===== src/rtl/behav_counter_ctrl.sv =====
// Command sequencer and round-robin arbiter sharing one up/down counter between NUM_REQ requesters.
// Drives the counter's clear/load/d/up_down each cycle and reports the resulting count with a done strobe.
//
// state | meaning
// INIT  | reset state, counter held in clear
// IDLE  | counter held, arbitrating pending requests
// EXEC  | executing captured CLEAR / LOAD / RUN command
// DONE  | one-cycle completion strobe, counter held
module behav_counter_ctrl #(
  parameter  int NUM_REQ = 4,
  parameter  int WIDTH   = 8,
  localparam int IW      = (NUM_REQ > 1) ? $clog2(NUM_REQ) : 1
) (
  input  logic                       clk,
  input  logic                       rst_n,
  input  logic [NUM_REQ-1:0]         req_valid,
  output logic [NUM_REQ-1:0]         req_ready,
  input  logic [2*NUM_REQ-1:0]       req_op,
  input  logic [WIDTH*NUM_REQ-1:0]   req_arg,
  output logic                       done_valid,
  output logic [IW-1:0]              done_id,
  output logic [WIDTH-1:0]           done_q,
  output logic                       done_wrap,
  output logic                       busy,
  output logic                       cnt_clear,
  output logic                       cnt_load,
  output logic [WIDTH-1:0]           cnt_d,
  output logic                       cnt_up_down,
  input  logic [WIDTH-1:0]           cnt_q
);

  typedef enum logic [1:0] {S_INIT, S_IDLE, S_EXEC, S_DONE} state_t;

  state_t             r_state;
  state_t             w_state_nxt;
  logic [1:0]         r_op;
  logic [WIDTH-1:0]   r_arg;
  logic [WIDTH-1:0]   r_rem;
  logic [IW-1:0]      r_id;
  logic [IW-1:0]      r_last_grant;
  logic               r_wrap;

  logic               w_any;
  logic [IW-1:0]      w_grant;
  logic [NUM_REQ-1:0] w_onehot;
  logic [1:0]         w_op;
  logic [WIDTH-1:0]   w_arg;
  logic               w_run;
  logic               w_wrap_hit;

  // Two passes: indices above last_grant first, then wrap around from 0.
  always_comb begin
    w_any    = 1'b0;
    w_grant  = '0;
    w_onehot = '0;
    w_op     = '0;
    w_arg    = '0;
    for (int j = 0; j < NUM_REQ; j++) begin
      if (!w_any && req_valid[j] && (IW'(j) > r_last_grant)) begin
        w_any       = 1'b1;
        w_grant     = IW'(j);
        w_onehot[j] = 1'b1;
        w_op        = req_op[2*j +: 2];
        w_arg       = req_arg[WIDTH*j +: WIDTH];
      end
    end
    for (int j = 0; j < NUM_REQ; j++) begin
      if (!w_any && req_valid[j] && (IW'(j) <= r_last_grant)) begin
        w_any       = 1'b1;
        w_grant     = IW'(j);
        w_onehot[j] = 1'b1;
        w_op        = req_op[2*j +: 2];
        w_arg       = req_arg[WIDTH*j +: WIDTH];
      end
    end
  end

  assign w_run      = r_op[1];
  assign w_wrap_hit = r_op[0] ? (cnt_q == '0) : (cnt_q == '1);

  always_ff @(posedge clk or negedge rst_n) begin
    if (!rst_n) r_state <= S_INIT;
    else        r_state <= w_state_nxt;
  end

  always_comb begin
    w_state_nxt = r_state;
    case (r_state)
      S_INIT: w_state_nxt = S_IDLE;
      S_IDLE: if (w_any) w_state_nxt = S_EXEC;
      S_EXEC: if (!w_run || (r_rem <= WIDTH'(1))) w_state_nxt = S_DONE;
      S_DONE: w_state_nxt = S_IDLE;
      default: w_state_nxt = S_INIT;
    endcase
  end

  always_ff @(posedge clk or negedge rst_n) begin
    if (!rst_n) begin
      r_op         <= '0;
      r_arg        <= '0;
      r_rem        <= '0;
      r_id         <= '0;
      r_last_grant <= IW'(NUM_REQ - 1);
      r_wrap       <= 1'b0;
    end else begin
      if (r_state == S_IDLE && w_any) begin
        r_op         <= w_op;
        r_arg        <= w_arg;
        r_rem        <= w_arg;
        r_id         <= w_grant;
        r_last_grant <= w_grant;
        r_wrap       <= 1'b0;
      end else if (r_state == S_EXEC && w_run && (r_rem != '0)) begin
        r_rem <= r_rem - WIDTH'(1);
        if (w_wrap_hit) r_wrap <= 1'b1;
      end
    end
  end

  // Hold is expressed as a load of the counter's own value.
  always_comb begin
    cnt_clear   = 1'b0;
    cnt_load    = 1'b0;
    cnt_d       = '0;
    cnt_up_down = 1'b0;
    req_ready   = '0;
    busy        = 1'b1;
    done_valid  = 1'b0;
    done_id     = '0;
    done_q      = '0;
    done_wrap   = 1'b0;
    case (r_state)
      S_INIT: cnt_clear = 1'b1;
      S_IDLE: begin
        busy      = 1'b0;
        cnt_load  = 1'b1;
        cnt_d     = cnt_q;
        req_ready = w_onehot;
      end
      S_EXEC: begin
        if (!w_run) begin
          if (r_op[0]) begin
            cnt_load = 1'b1;
            cnt_d    = r_arg;
          end else begin
            cnt_clear = 1'b1;
          end
        end else if (r_rem != '0) begin
          cnt_up_down = ~r_op[0];
        end else begin
          cnt_load = 1'b1;
          cnt_d    = cnt_q;
        end
      end
      S_DONE: begin
        cnt_load   = 1'b1;
        cnt_d      = cnt_q;
        done_valid = 1'b1;
        done_id    = r_id;
        done_q     = cnt_q;
        done_wrap  = r_wrap;
      end
      default: cnt_clear = 1'b1;
    endcase
  end

endmodule


===== config.mk =====
export PLATFORM = sky130hd
export DESIGN_NAME = behav_counter_ctrl
export DESIGN_NICKNAME = d
export VERILOG_FILES = /design/src/rtl/behav_counter_ctrl.sv
export SDC_FILE = /design/constraint.sdc
export NUM_CORES = 1
export LEC_CHECK = 0
export ABC_AREA = 1
export ABC_CLOCK_PERIOD_IN_PS = 2300
export CAP_MARGIN = 10
export CORE_MARGIN = 1
export CORE_UTILIZATION = 40
export CTS_CLUSTER_SIZE = 12
export DETAILED_ROUTE_END_ITERATION = 16
export PLACE_DENSITY_LB_ADDON = 0.1
export SLEW_MARGIN = 15
export SYNTH_ARGS = -nofsm -noshare
export SYNTH_HDL_FRONTEND = slang
export SYNTH_SLANG_ARGS = --single-unit

===== constraint.sdc =====
create_clock -name clk -period 2.3 [get_ports clk]
set_clock_uncertainty 0.2 [all_clocks]
set_input_delay 0.46 -clock clk [delete_from_list [all_inputs] [get_ports clk]]
set_output_delay 0.46 -clock clk [all_outputs]
set_load 0.05 [all_outputs]

==> impl_metrics.csv, run 1 <==
group,metric,value,unit
status,status,"finished, violations left",
status,violations,"negative setup slack",
die,dieArea,6120,um^2
sta,rsz0062_at_grt,"true",
cts,cts_tree,"done",
sta,final-setup-viol-count,12,
grt,use_met1,32.9,%
sta,fin_hold_ws,0.308,ns
sta,finalHoldViolCount,0,
worst_setup_path,cp.arrival,1.86,ns
grt,use_met3,2.79,%
worst_setup_path,crit_fanout,4,
logic_synthesis,yosysWarnings,0,
cts,clock_path_buffers,2,
worst_setup_path,reg2reg_depth,9,
cts,htree_levels,1,
pwr,p_total,5.68,mW
logic_synthesis,yosysMostFrequentCell,"nand2_1",
logic_synthesis,synth-async-reset-ratio,100,%
logic_synthesis,syn_inst,389,
placement,hpwl,6050,um
logic_synthesis,syn_area,2330,um^2
grt,top_usage_layer,"met2",
logic_synthesis,synth_fp_nets,450,
logic_synthesis,synth_common_cells,"nand2_1 (113), nor2_1 (76), inv_1 (55), a21oi_1 (28), dfrtp_1 (23)",
final_layout,nets,592,
grt,grt_max_degree,26,
final_layout,fill_cells,405,
drt,drtIter0Drc,201,
die,num_io_pins,82,
sta,min_period,2.52,ns
drt,antenna_left,0,
hold_path,whs_path_depth,2,
logic_synthesis,synthDistinctLibCells,31,
logic_synthesis,ys.flop_type,"dfrtp_1",
worst_setup_path,r2r_slack,0.10,ns
hold_path,hold_start,"r_wrap$_DFFE_PN0P_",
cts,worstSkewPairLatency,0.27,ns
cts,cts_buffers,3,
sta,clock.fmax,0.397,GHz
grt,grt.overflow.total,0,
sta,slew_violations,0,
grt,antenna_found_initial,0,
sta,fin_crit_sh,109,%
cts,path_clk_slew,0.09,ns
pwr,vdd.ir_drop.worst,1.08,mV
logic_synthesis,yosysTopAreaCellShare,24.7,%
sta,slew_headroom,76.2,%
drt,routed_wl,8480,um
hold_path,hold_path.class,"flip-flop to flip-flop",
drt,via_count,3086,
grt,grt_use_total,27.8,%
sta,fin_ws,-0.218,ns
pwr,power_density,1320,nW/um^2
pwr,leakagePower,2.18,nW
worst_setup_path,critPathLaunchType,"flip-flop",
drt,dr.pass1.iters,5,
cts,cts_sinks,25,
grt,grt_pass1_wl,13700,um
die,die_h,78.3,um
cts,root_buffer,"clkbuf_8",
die,rows,27,
worst_setup_path,end_kind,"output pin",
final_layout,finish.utilization,77.8,%
sta,worst_pin_slew,0.353,ns
logic_synthesis,ys_top_cells_by_area,"dfrtp_1 (25%), nand2_1 (18%), nor2_1 (12%), inv_1 (8.9%), a21oi_1 (6.0%)",
die,start_util,42.0,%
run,drv_cap,0,
worst_setup_path,timing.rr.end,"r_rem[6]$_DFFE_PN0P_",
drt,drc,0,
die,coreArea,5540,um^2
logic_synthesis,yosys_register_bits,25,
final_layout,diodes,0,
logic_synthesis,yosysSeqAreaShare,27.0,%
drt,viasPerCell,5.13,
worst_setup_path,cp.required,1.64,ns
logic_synthesis,avgSynthCellArea,5.98,um^2
hold_path,min_to,"r_wrap$_DFFE_PN0P_",
logic_synthesis,synth_edf_count,0,
drt,wl_per_cell,14.1,um
die,die_w,78.3,um
worst_setup_path,critPathKind,"flip-flop to output pin",
placement,port_buffers,81,
worst_setup_path,r2r_start,"r_last_grant[1]$_DFFE_PN1P_",
logic_synthesis,yosysTopAreaCell,"dfrtp_1",
sta,tns,-2.02,ns
final_layout,drive_gt1_share,29.4,%
final_layout,areaGrowthSynthToFinish,85.3,%
grt,grtUsageMet2,52.4,%
grt,grt_pass1_vias,3002,
cts,cts_hold_buf,0,
placement,gp_congestion,0.985,
how the worst max path moves through the flow:
stage | start | end | slack, ns | cells past startpoint
after floorplan | r_rem[0]$_DFFE_PN0P_ | cnt_d[0] | -0.08 | 6
after global placement | req_valid[3] | req_ready[3] | -0.14 | 7
after detailed placement | req_valid[1] | r_rem[5]$_DFFE_PN0P_ | -0.18 | 11
after CTS | r_state[0]$_DFFE_PN0P_ | cnt_d[1] | -0.16 | 8
after global routing | r_rem[0]$_DFFE_PN0P_ | cnt_d[2] | -0.28 | 8
final | r_rem[1]$_DFFE_PN0P_ | cnt_d[4] | -0.22 | 8
critical path: stages (launching register included):
cell     delay, ns
dfrtp_1       0.41
inv_2         0.09
ha_4          0.15
nand2_4       0.08
o31ai_4       0.30
buf_6         0.17
nand2_2       0.07
a21oi_4       0.16
buf_12        0.15
area by class of cell:
type | count | area [um^2] | share of cell area, %
inverter | 59 | 228 | 5.28
multi-input combinational | 294 | 1710 | 39.7
timing repair buffer | 148 | 1610 | 37.2
tap | 72 | 90.1 | 2.09
clock buffer | 3 | 41.3 | 0.958
sequential | 25 | 629 | 14.6
clock inverter | 1 | 5.00 | 0.116
state kept, by name, summed over array words and instances (netlist names):
signal	flops
r_state	2
r_last_grant	2
r_rem	8
r_op	2
r_wrap	1
r_arg	8
r_id	2
through the flow:
step	instances	setup WS (ns)	area, um^2
5_1_grt	602	-0.280	4310
3_3_place_gp	577	-0.142	3900
6_report	602	-0.218	4310
3_5_place_dp	577	-0.178	3900
2_1_floorplan	389	-0.0769	2430
4_1_cts	593	-0.155	4180
where the power goes:
part           leakage (nW)  total (mW)  switching [mW]  internal [mW]
combinational          1.86        4.55            2.50           2.05
sequential            0.299       0.862           0.186          0.676
clock                0.0255       0.265           0.144          0.121
total                  2.18        5.68            2.83           2.85
cell families after synthesis:
| kind of cell | Yosys count | synth area share (%) |
|---|---|---|
| AND/OR/NAND/NOR | 233 | 43.8 |
| XOR/XNOR | 6 | 2.26 |
| AO/OA/AOI/OAI | 48 | 11.2 |
| buffers and inverters | 70 | 11.9 |
| adder cells (fa/ha/maj) | 7 | 3.77 |
| flip-flops | 25 | 27.0 |
cell usage in the layout, fill, tap and decap left out, types with 3 or more instances in the layout:
cell type / synthesis / final
a21oi_1: 28 / 17
a21oi_4: 0 / 9
buf_12: 0 / 28
buf_4: 2 / 63
buf_6: 0 / 4
clkbuf_8: 0 / 3
clkdlybuf4s50_1: 0 / 50
dfrtp_1: 23 / 22
dlygate4sd2_1: 0 / 3
ha_4: 0 / 5
inv_1: 55 / 48
inv_2: 3 / 8
nand2_1: 113 / 101
nand2_2: 1 / 8
nand2_4: 1 / 6
nand3_1: 14 / 14
nand4_1: 19 / 19
nor2_1: 76 / 71
nor2_4: 0 / 4
o21ai_0: 14 / 12
xnor2_1: 4 / 4
layer usage:
layer	part of all wire (%)	routed length (um)
met3	6.5	548
met4	1.8	152
met5	0	0
met1	40	3350
met2	52	4430
timing repair:
action	CTS	global route
resized for setup	42	15
endpoints found under the hold margin	0	0
cloned	1	0
endpoints found under the setup margin	15	28
pin swaps	12	19
setup buffers	11	9
Power figures use the tool's default switching activity.
==> run 2: changes to the inputs <==
--- a/config.mk
+++ b/config.mk
@@ -13,7 +13,7 @@
 export CTS_CLUSTER_SIZE = 12
 export DETAILED_ROUTE_END_ITERATION = 16
 export PLACE_DENSITY_LB_ADDON = 0.1
-export SLEW_MARGIN = 15
+export RECOVER_POWER = 100
 export SYNTH_ARGS = -nofsm -noshare
 export SYNTH_HDL_FRONTEND = slang
 export SYNTH_SLANG_ARGS = --single-unit
==> constraint.sdc (replaced) <==
create_clock -name clk -period 2.3 [get_ports clk]
set_clock_uncertainty 0.2 [all_clocks]
set_input_delay 0.46 -clock clk [delete_from_list [all_inputs] [get_ports clk]]
set_output_delay 0.46 -clock clk [all_outputs]
set_load 0.02 [all_outputs]
==> run 2 against run 1 <==
Against the previous run:
- the flow still finishes with violations (negative setup slack)
- die area unchanged
- core utilization shrank 6.8 points
- sequential share of layout area up 1.4 points
- power is 23% lower
- clock power down 3%
- largest power group unchanged
==> impl_metrics.csv, run 2 (synthesized netlist as in run 1, its figures left out) <==
group,metric,value,unit
grt,grt.overflow.total,0,
status,violations,"negative setup slack",
placement,port_buffers,81,
status,status,"finished, violations left",
sta,slew_headroom,13.7,%
cts,clock_path_buffers,2,
cts,htree_levels,1,
final_layout,finish.utilization,71.0,%
sta,fin_ws,-0.114,ns
pwr,vdd.ir_drop.worst,0.684,mV
cts,cts_sinks,25,
final_layout,areaGrowthSynthToFinish,69.2,%
final_layout,diodes,0,
die,rows,27,
sta,worst_pin_slew,1.30,ns
grt,antenna_found_initial,0,
sta,clock.fmax,0.414,GHz
pwr,p_total,4.39,mW
placement,gp_congestion,0.908,
sta,min_period,2.41,ns
final_layout,fin_area,3940,um^2
placement,place_ws,-0.589,ns
cts,worstSkewPairLatency,0.27,ns
drt,viasPerCell,4.84,
final_layout,reg_top3,"r_arg (8), r_rem (8)",
drt,routed_wl,7240,um
drt,drtIter0Drc,106,
final_layout,layout_common_cells,"nand2_1 (99), nor2_1 (71), buf_4 (67), inv_1 (50), clkdlybuf4s50_1 (49)",
worst_setup_path,critical-path-slowest-cell,"dfrtp_1",
grt,grt_max_degree,26,
worst_setup_path,max_stage_delay,0.41,ns
placement,hpwl,5660,um
run,drv_cap,0,
worst_setup_path,critPathKind,"flip-flop to output pin",
drt,antenna_left,0,
cts,cts_hold_buf,0,
final_layout,final_common_cell,"nand2_1",
die,num_io_pins,82,
hold_path,whs_path_depth,2,
drt,wl_per_cell,12.0,um
cts,cts_tree,"done",
sta,rsz0062_at_grt,"true",
sta,finalHoldViolCount,0,
grt,grt_use_total,25.6,%
die,die_w,78.3,um
die,coreArea,5540,um^2
drt,via_count,2921,
hold_path,hold_path.class,"flip-flop to flip-flop",
worst_setup_path,path_cells,"inv_2 -> ha_4 -> nand2_4 -> o31ai_4 -> buf_6 -> nand2_4 -> a21oi_4 -> buf_6",
worst_setup_path,critPathLaunchType,"flip-flop",
sta,fin_crit_sh,105,%
final_layout,drive_gt1_share,26.7,%
cts,path_clk_slew,0.08,ns
worst_setup_path,cp_num_buf_inv,3,
drt,drc,0,
worst_setup_path,reg2reg_depth,11,
sta,slew_violations,0,
worst_setup_path,cp.arrival,1.75,ns
grt,grt_pass1_wl,12600,um
pwr,leakagePower,2.09,nW
die,start_util,42.0,%
die,dieArea,6120,um^2
cts,cts_buffers,3,
sta,final-setup-viol-count,12,
worst_setup_path,cp.required,1.64,ns
worst_setup_path,end_kind,"output pin",
pwr,power_density,1110,nW/um^2
worst_setup_path,cp_top_family,"compound AO/OA/AOI/OAI gates",
drt,dr.pass1.iters,4,
final_layout,nets,593,
placement,postPlaceCellArea,3650,um^2
grt,grt_pass1_vias,2817,
worst_setup_path,crit_fanout,4,
worst_setup_path,path_depth,8,
cts,root_buffer,"clkbuf_8",
die,die_h,78.3,um
-- run 2: changes by cell type in the layout (fill, tap and decap cells not counted), sizes merged, moves of 4 or more --
cell	before	now
buf	95	81
dlygate4sd2	3	10
clkbuf	3	7
clkdlybuf4s15	0	4
-- run 2: tightest hold or removal path, stage by stage (launching register included) --
cell,delay (ns)
dfrtp_1,0.35
nand2_1,0.05
nand2_1,0.06
-- run 2: per-stage QoR --
stage                     hold slack (ns)  instances  TNS, ns
after floorplan                   -0.0356        389        0
after global placement              0.263        588    -7.60
after detailed placement            0.266        588    -8.29
after CTS                           0.288        600   -0.662
after global routing                0.302        603    -2.53
final                               0.286        603   -0.832
-- run 2: area by class of cell --
type | count | area [um^2]
clock buffer | 4 | 45.0
fill | 481 | 1600
inverter | 59 | 229
multi-input combinational | 294 | 1630
sequential | 25 | 629
tap | 72 | 90.1
timing repair buffer | 149 | 1320
-- run 2: timing repair --
action | in CTS | in global routing
cloned | 1 | 0
endpoints found under the setup margin | 28 | 38
hold endpoints to repair | 0 | 0
gates resized for setup | 115 | 46
pin swaps | 7 | 14
setup buffers | 7 | 5
-- run 2: final timing paths --
check,startpoint,end,slack (ns)
worst max-delay path,r_state[0]$_DFFE_PN0P_,cnt_d[4],-0.11
worst min-delay path,r_id[0]$_DFFE_PN0P_,r_id[0]$_DFFE_PN0P_,0.29
worst max register to register,r_last_grant[0]$_DFFE_PN1P_,r_rem[2]$_DFFE_PN0P_,0.06
worst min register to register,r_id[0]$_DFFE_PN0P_,r_id[0]$_DFFE_PN0P_,0.29
max in group asynchronous,rst_n,r_state[1]$_DFFE_PN0P_,0.26
min in group asynchronous,rst_n,r_rem[0]$_DFFE_PN0P_,0.79
-- run 2: power by group --
part | internal (mW) | switching (mW) | leakage [nW] | total (mW)
registers | 0.676 | 0.154 | 0.299 | 0.830
logic | 1.51 | 1.79 | 1.77 | 3.30
clock network | 0.124 | 0.133 | 0.0228 | 0.257
-- run 2: per-layer routing --
metal / track usage [%] / vias up / wire length, um
met2: 47.0 / 95 / 3630
met5: 0 / - / 0
met4: 7.78 / 0 / 99
met3: 2.44 / 8 / 342
met1: 31.2 / 1306 / 3160
li1: - / 1512 / -
